--- src/rtl/fifo_read_drainer.sv ---
`default_nettype none
// ============================================================================
// Module   : fifo_read_drainer
// Purpose  : Reader for the synchronous FIFO. Issues rd_en on credit and
//            replays captured words on a valid/ready stream via a 2-deep buffer.
// Revision : 1.0  initial release
// ============================================================================
module fifo_read_drainer #(
  parameter int FIFO_WIDTH  = 16,
  parameter int COUNT_WIDTH = 16
) (
  input  logic                   clk,
  input  logic                   rst_n,
  input  logic                   en,
  input  logic                   fifo_empty,
  input  logic [FIFO_WIDTH-1:0]  fifo_data_out,
  input  logic                   fifo_underflow,
  output logic                   rd_en,
  output logic [FIFO_WIDTH-1:0]  m_data,
  output logic                   m_valid,
  input  logic                   m_ready,
  output logic [COUNT_WIDTH-1:0] rd_count,
  output logic                   err_underflow
);

  localparam logic [2:0] c_buf_depth = 3'd2;

  logic                   r_inflight;
  logic [1:0]             r_occ;
  logic [FIFO_WIDTH-1:0]  r_buf [2];
  logic                   r_wr_ptr;
  logic                   r_rd_ptr;
  logic [COUNT_WIDTH-1:0] r_rd_count;
  logic                   r_err;

  logic                   w_pop;
  logic                   w_push;
  logic [2:0]             w_credit;

  assign w_pop  = (r_occ != 2'd0) && m_ready;
  // A read the FIFO flags as underflow carries no valid word.
  assign w_push = r_inflight && !fifo_underflow;

  // Slots already spoken for once this cycle's pop leaves; never exceeds 3.
  assign w_credit = {1'b0, r_occ} - {2'b00, w_pop} + {2'b00, r_inflight};
  assign rd_en    = rst_n && en && !fifo_empty && (w_credit < c_buf_depth);

  always_ff @(posedge clk or negedge rst_n) begin
    if (!rst_n) begin
      r_inflight <= 1'b0;
      r_occ      <= 2'd0;
      r_buf[0]   <= '0;
      r_buf[1]   <= '0;
      r_wr_ptr   <= 1'b0;
      r_rd_ptr   <= 1'b0;
      r_rd_count <= '0;
      r_err      <= 1'b0;
    end else begin
      r_inflight <= rd_en;
      if (w_push) begin
        r_buf[r_wr_ptr] <= fifo_data_out;
        r_wr_ptr        <= ~r_wr_ptr;
      end
      if (w_pop) begin
        r_rd_ptr   <= ~r_rd_ptr;
        r_rd_count <= r_rd_count + COUNT_WIDTH'(1);
      end
      unique case ({w_push, w_pop})
        2'b10:   r_occ <= r_occ + 2'd1;
        2'b01:   r_occ <= r_occ - 2'd1;
        default: r_occ <= r_occ;
      endcase
      if (fifo_underflow) begin
        r_err <= 1'b1;
      end
    end
  end

  assign m_valid       = (r_occ != 2'd0);
  assign m_data        = r_buf[r_rd_ptr];
  assign rd_count      = r_rd_count;
  assign err_underflow = r_err;

endmodule
`default_nettype wire
--- config.mk ---
export PLATFORM = sky130hd
export DESIGN_NAME = fifo_read_drainer
export DESIGN_NICKNAME = d
export VERILOG_FILES = /design/src/rtl/fifo_read_drainer.sv
export SDC_FILE = /design/constraint.sdc
export NUM_CORES = 1
export LEC_CHECK = 0
export ABC_AREA = 1
export CORE_MARGIN = 2
export CORE_UTILIZATION = 47
export CTS_BUF_LIST = sky130_fd_sc_hd__clkbuf_8
export DETAILED_ROUTE_END_ITERATION = 10
export PLACE_DENSITY_LB_ADDON = 0.15
export SETUP_SLACK_MARGIN = 0.5
export SYNTH_ARGS = -nofsm -noshare
export SYNTH_HDL_FRONTEND = slang
export SYNTH_SLANG_ARGS = --single-unit
--- constraint.sdc ---
create_clock -name clk -period 2.19 [get_ports clk]
set_input_delay 0.438 -clock clk [delete_from_list [all_inputs] [get_ports clk]]
set_output_delay 0.438 -clock clk [all_outputs]
set_load 0.01 [all_outputs]
==> results <==
critical path, delay by kind of cell (launching register included):
family / cells / cell delay, ns
adder cells (fa/ha/maj): 2 / 0.70
AND/OR/NAND/NOR: 5 / 0.60
flip-flops: 1 / 0.43
buffers and inverters: 2 / 0.22
report_power, final:
part           leakage, nW  switching [W]  internal, W  total [W]
registers            0.704       0.000213      0.00128    0.00149
logic                 1.19       0.000937      0.00108    0.00201
clock network       0.0524       0.000308     0.000251   0.000559
sequential cells by signal (all words and copies together), names as in the netlist:
| register | cells |
|---|---|
| r_buf | 32 |
| rd_count | 16 |
| r_occ | 2 |
| err_underflow | 1 |
| r_inflight | 1 |
| r_rd_ptr | 1 |
| r_wr_ptr | 1 |
metrics by stage:
step                setup TNS, ns  cell area (µm²)
finish                    -0.5062             3714
global route              -0.5930             3714
global placement           -1.203             3223
floorplan                 -0.1327             2540
CTS                       -0.5094             3488
detailed placement         -1.290             3223
worst min path at each step:
| stage | to | slack [ns] |
|---|---|---|
| 2_1_floorplan | err_underflow | 0.14 |
| 3_3_place_gp | err_underflow | 0.46 |
| 3_5_place_dp | err_underflow | 0.46 |
| 4_1_cts | rd_count[5] | 0.31 |
| 5_1_grt | err_underflow | 0.35 |
| 6_report | rd_count[5] | 0.29 |
layout by cell type, fill, tap and decap left out, types with 2 or more instances in the layout:
cell                              count
sky130_fd_sc_hd__ha_4                 2
sky130_fd_sc_hd__nor2_4               2
sky130_fd_sc_hd__nand2_1             82
sky130_fd_sc_hd__xor2_1               5
sky130_fd_sc_hd__nor2_1               8
sky130_fd_sc_hd__dlymetal6s2s_1       6
sky130_fd_sc_hd__inv_1               29
sky130_fd_sc_hd__dlygate4sd2_1        5
sky130_fd_sc_hd__buf_4               24
sky130_fd_sc_hd__buf_8                2
sky130_fd_sc_hd__clkdlybuf4s50_1     27
sky130_fd_sc_hd__nand3_1              7
sky130_fd_sc_hd__nor2_2               3
sky130_fd_sc_hd__o21ai_0             16
sky130_fd_sc_hd__buf_2               11
sky130_fd_sc_hd__dfrtp_2              2
sky130_fd_sc_hd__nand2_2             24
sky130_fd_sc_hd__o21ai_1             17
sky130_fd_sc_hd__buf_6               18
sky130_fd_sc_hd__xnor2_1             10
sky130_fd_sc_hd__inv_2                2
sky130_fd_sc_hd__nand4_1              3
sky130_fd_sc_hd__nand2_4              8
sky130_fd_sc_hd__clkbuf_8             6
sky130_fd_sc_hd__dfrtp_1             52
routing by layer:
layer	global-route usage [%]	vias to the layer above	wire, µm
met5	0	-	0
met4	6.727	0	63
met3	3.647	9	266
met2	33.33	54	2811
met1	25.25	1005	2389
li1	-	1093	-
cells by family (layout without fill, tap and decap cells):
| family | Yosys count | count (layout) | share of synthesized area (%) |
|---|---|---|---|
| adders and majority gates | 4 | 4 | 2.302 |
| DFF | 54 | 54 | 54.05 |
| and+or+nand+nor | 143 | 143 | 24.58 |
| buffers and inverters | 41 | 135 | 6.356 |
| AOI/OAI and AO/OA | 36 | 36 | 7.458 |
| xor gates and xnor gates | 15 | 15 | 5.255 |
timing repair:
action                                  4_1_cts  5_1_grt
resized for setup                            94       52
pin swaps                                     9       12
buffers inserted                             23        5
endpoints found under the setup margin       35       27
cloned                                        0        1
layout make-up:
type | instances | area [µm²]
repair buffers | 96 | 907.1
well taps | 70 | 87.58
inverters | 31 | 118.9
flip-flops and latches | 54 | 1354
fillers | 412 | 1394
clock buffers | 6 | 82.58
clock inverters | 2 | 8.758
multi-input cells | 198 | 1155
==> results.txt <==
* Result of the run: finished with violations
- The final reports fail on setup timing.
- For the worst-skew pair, the clock arrives at the later sink with an insertion delay of 0.30 ns.
* Worst slew margin relative to its limit: 53.83%
- Most repeated cell in the gate-level netlist after synthesis: sky130_fd_sc_hd__nand2_1
- After synthesis, the cell types taking the most area are sky130_fd_sc_hd__dfrtp_1 54%, sky130_fd_sc_hd__nand2_1 17%, sky130_fd_sc_hd__inv_1 4.5%.
* Placed cell count: 420
- Worst path most repeated cell: sky130_fd_sc_hd__nand2_2
- Cell-by-cell trace of the critical path: nor2_4 > nor2_8 > ha_4 > inv_2 > nand2_2 > fa_1 > nand2_2 > nor4b_4 > buf_2
- The mapped netlist covers 2500 µm².
- Of the available clock period, the critical path in the final layout requires 123.1%.
- The final hold violation count was 0.
- Maximum clock frequency: 0.3709 GHz
- GR Overflow Total: 0
- Among all flip-flop cells after synthesis, the most frequent one is sky130_fd_sc_hd__dfrtp_1.
* Clock net sink count: 54
- Summed over all nets, the half-perimeter wirelength after detailed placement is 3.394 mm.
* Layout Cells excl Fill: 457
* Finish-stage setup viols: 1
- The first global-routing pass estimated 9.321 mm of wire.
- Entering global routing, the biggest net connects 55 pins.
* Register-to-register setup slack: 0.13 ns
- In this run the critical register-to-register path is launched from r_occ[1].
- Slowest stage delay, CP: 0.50 ns
- N_diodes: 0
* Via density per instance: 4.729
- Worst hold slack after final layout: 0.2855 ns
- Number of detailed-routing iterations run before antenna repair: 4
- For this design, the CTS-stage hold fixing added 0 buffers.
- The number of clock buffers added by TritonCTS is 5.
- Synth Instances: 293
- STA puts the critical path data required time at 1.75 ns.
- Worst Setup Slack post-DPL: -1.100 ns
* Largest fanout on the critical path: 2
- Worst IR Drop VDD: 0.0007142 V
- Total I/O pin count: 57
- Nature of the critical path endpoint: output port
- Capture instance of the worst register-to-register path: r_inflight
* Leak Pwr: 1.948 nW
* Width of the die: 76.93 µm
- Following the worst setup path forward leads to its endpoint at rd_en.
* Final count of pins violating max slew: 0
- Synthesis-to-layout area growth: 48.55%
* Crit-path slowest cell: sky130_fd_sc_hd__fa_1
* Maximum root-to-sink buffer count: 2
- NumNets Final: 412
- Iteration-0 DRC count of the detailed router: 137
- The final route contains 2161 vias.
* Worst Hold Class: primary input to asynchronous set/reset pin
- Subtracting the final worst setup slack from the clock period gives 2.696 ns.
- During placement, the flow inserted port buffers numbering 56.
- Syn Area/Cell: 8.532 µm²
* Number of H-tree branching levels: 2
- The floorplan has 26 rows.
* Vias in the first global route: 2118
* Count of maximum capacitance violations: 0
* Depth of the worst register-to-register path: 10
- Slew at the pin closest to its max-slew limit: 0.6925 ns
* PD cells: 1094 nW/µm²
- Dividing the detail-routed wire length by the instance count gives 12.10 µm.
- Worst Clk Skew: 0.003843 ns
- Proportion of synthesized chip area in sequential cells: 54.05%
- The floorplan step defined a die boundary enclosing 5918 µm².
* Most used standard cells in the synthesized netlist: 113 x sky130_fd_sc_hd__nand2_1, 54 x sky130_fd_sc_hd__dfrtp_1, 30 x sky130_fd_sc_hd__inv_1, 17 x sky130_fd_sc_hd__o21ai_0, 16 x sky130_fd_sc_hd__o21ai_1
* Number of register bits inferred by synthesis: 54
- Clock-pin slew was measured on the worst setup and hold paths at 0.09 ns.
- In this run, synthesis inferred 0 flip-flops with an integrated enable.
* Net Count, Synth: 319
- Initial antenna violation count: 0
* Total routed wirelength: 5.531 mm
- Global routing used 19.63% of the available tracks.
- RSZ-0062 raised after global routing: yes
- WP data arrival: 2.26 ns
* Synth area leader: sky130_fd_sc_hd__dfrtp_1
- The initial utilization of the core area, before any placement, comes to 48.95%.
* Kind of launch point of the worst setup path: flop
* Last weighted congestion value of the routability-driven placer: 0.7296
- Critical path startpoint: r_occ[1]
* Total power after layout: 0.004061 W
- Clock tree from TritonCTS: done
- Final Core Density: 72.71%
- Number of synthesis warnings: 0
- The post-route netlist has 29.46% of its cells at a drive strength greater than 1.
- The critical path is of the flop to output port type.
* Share of the synthesized area in the top cell type: 54.05%
- CTS root buffer: sky130_fd_sc_hd__clkbuf_8
- The core region is 5107 µm².
* Fin worst setup slack: -0.5062 ns
- Number of different library cells in the post-synthesis netlist: 27
- In the routed design, unresolved DRC markers number 0.
- Number of nets with antenna violations after routing: 0
- After synthesis, the share of flip-flops with an asynchronous set or reset is 100.0%.
- Measured along the y axis, the die boundary spans 76.93 µm.
(Power assumes the default switching activity.)
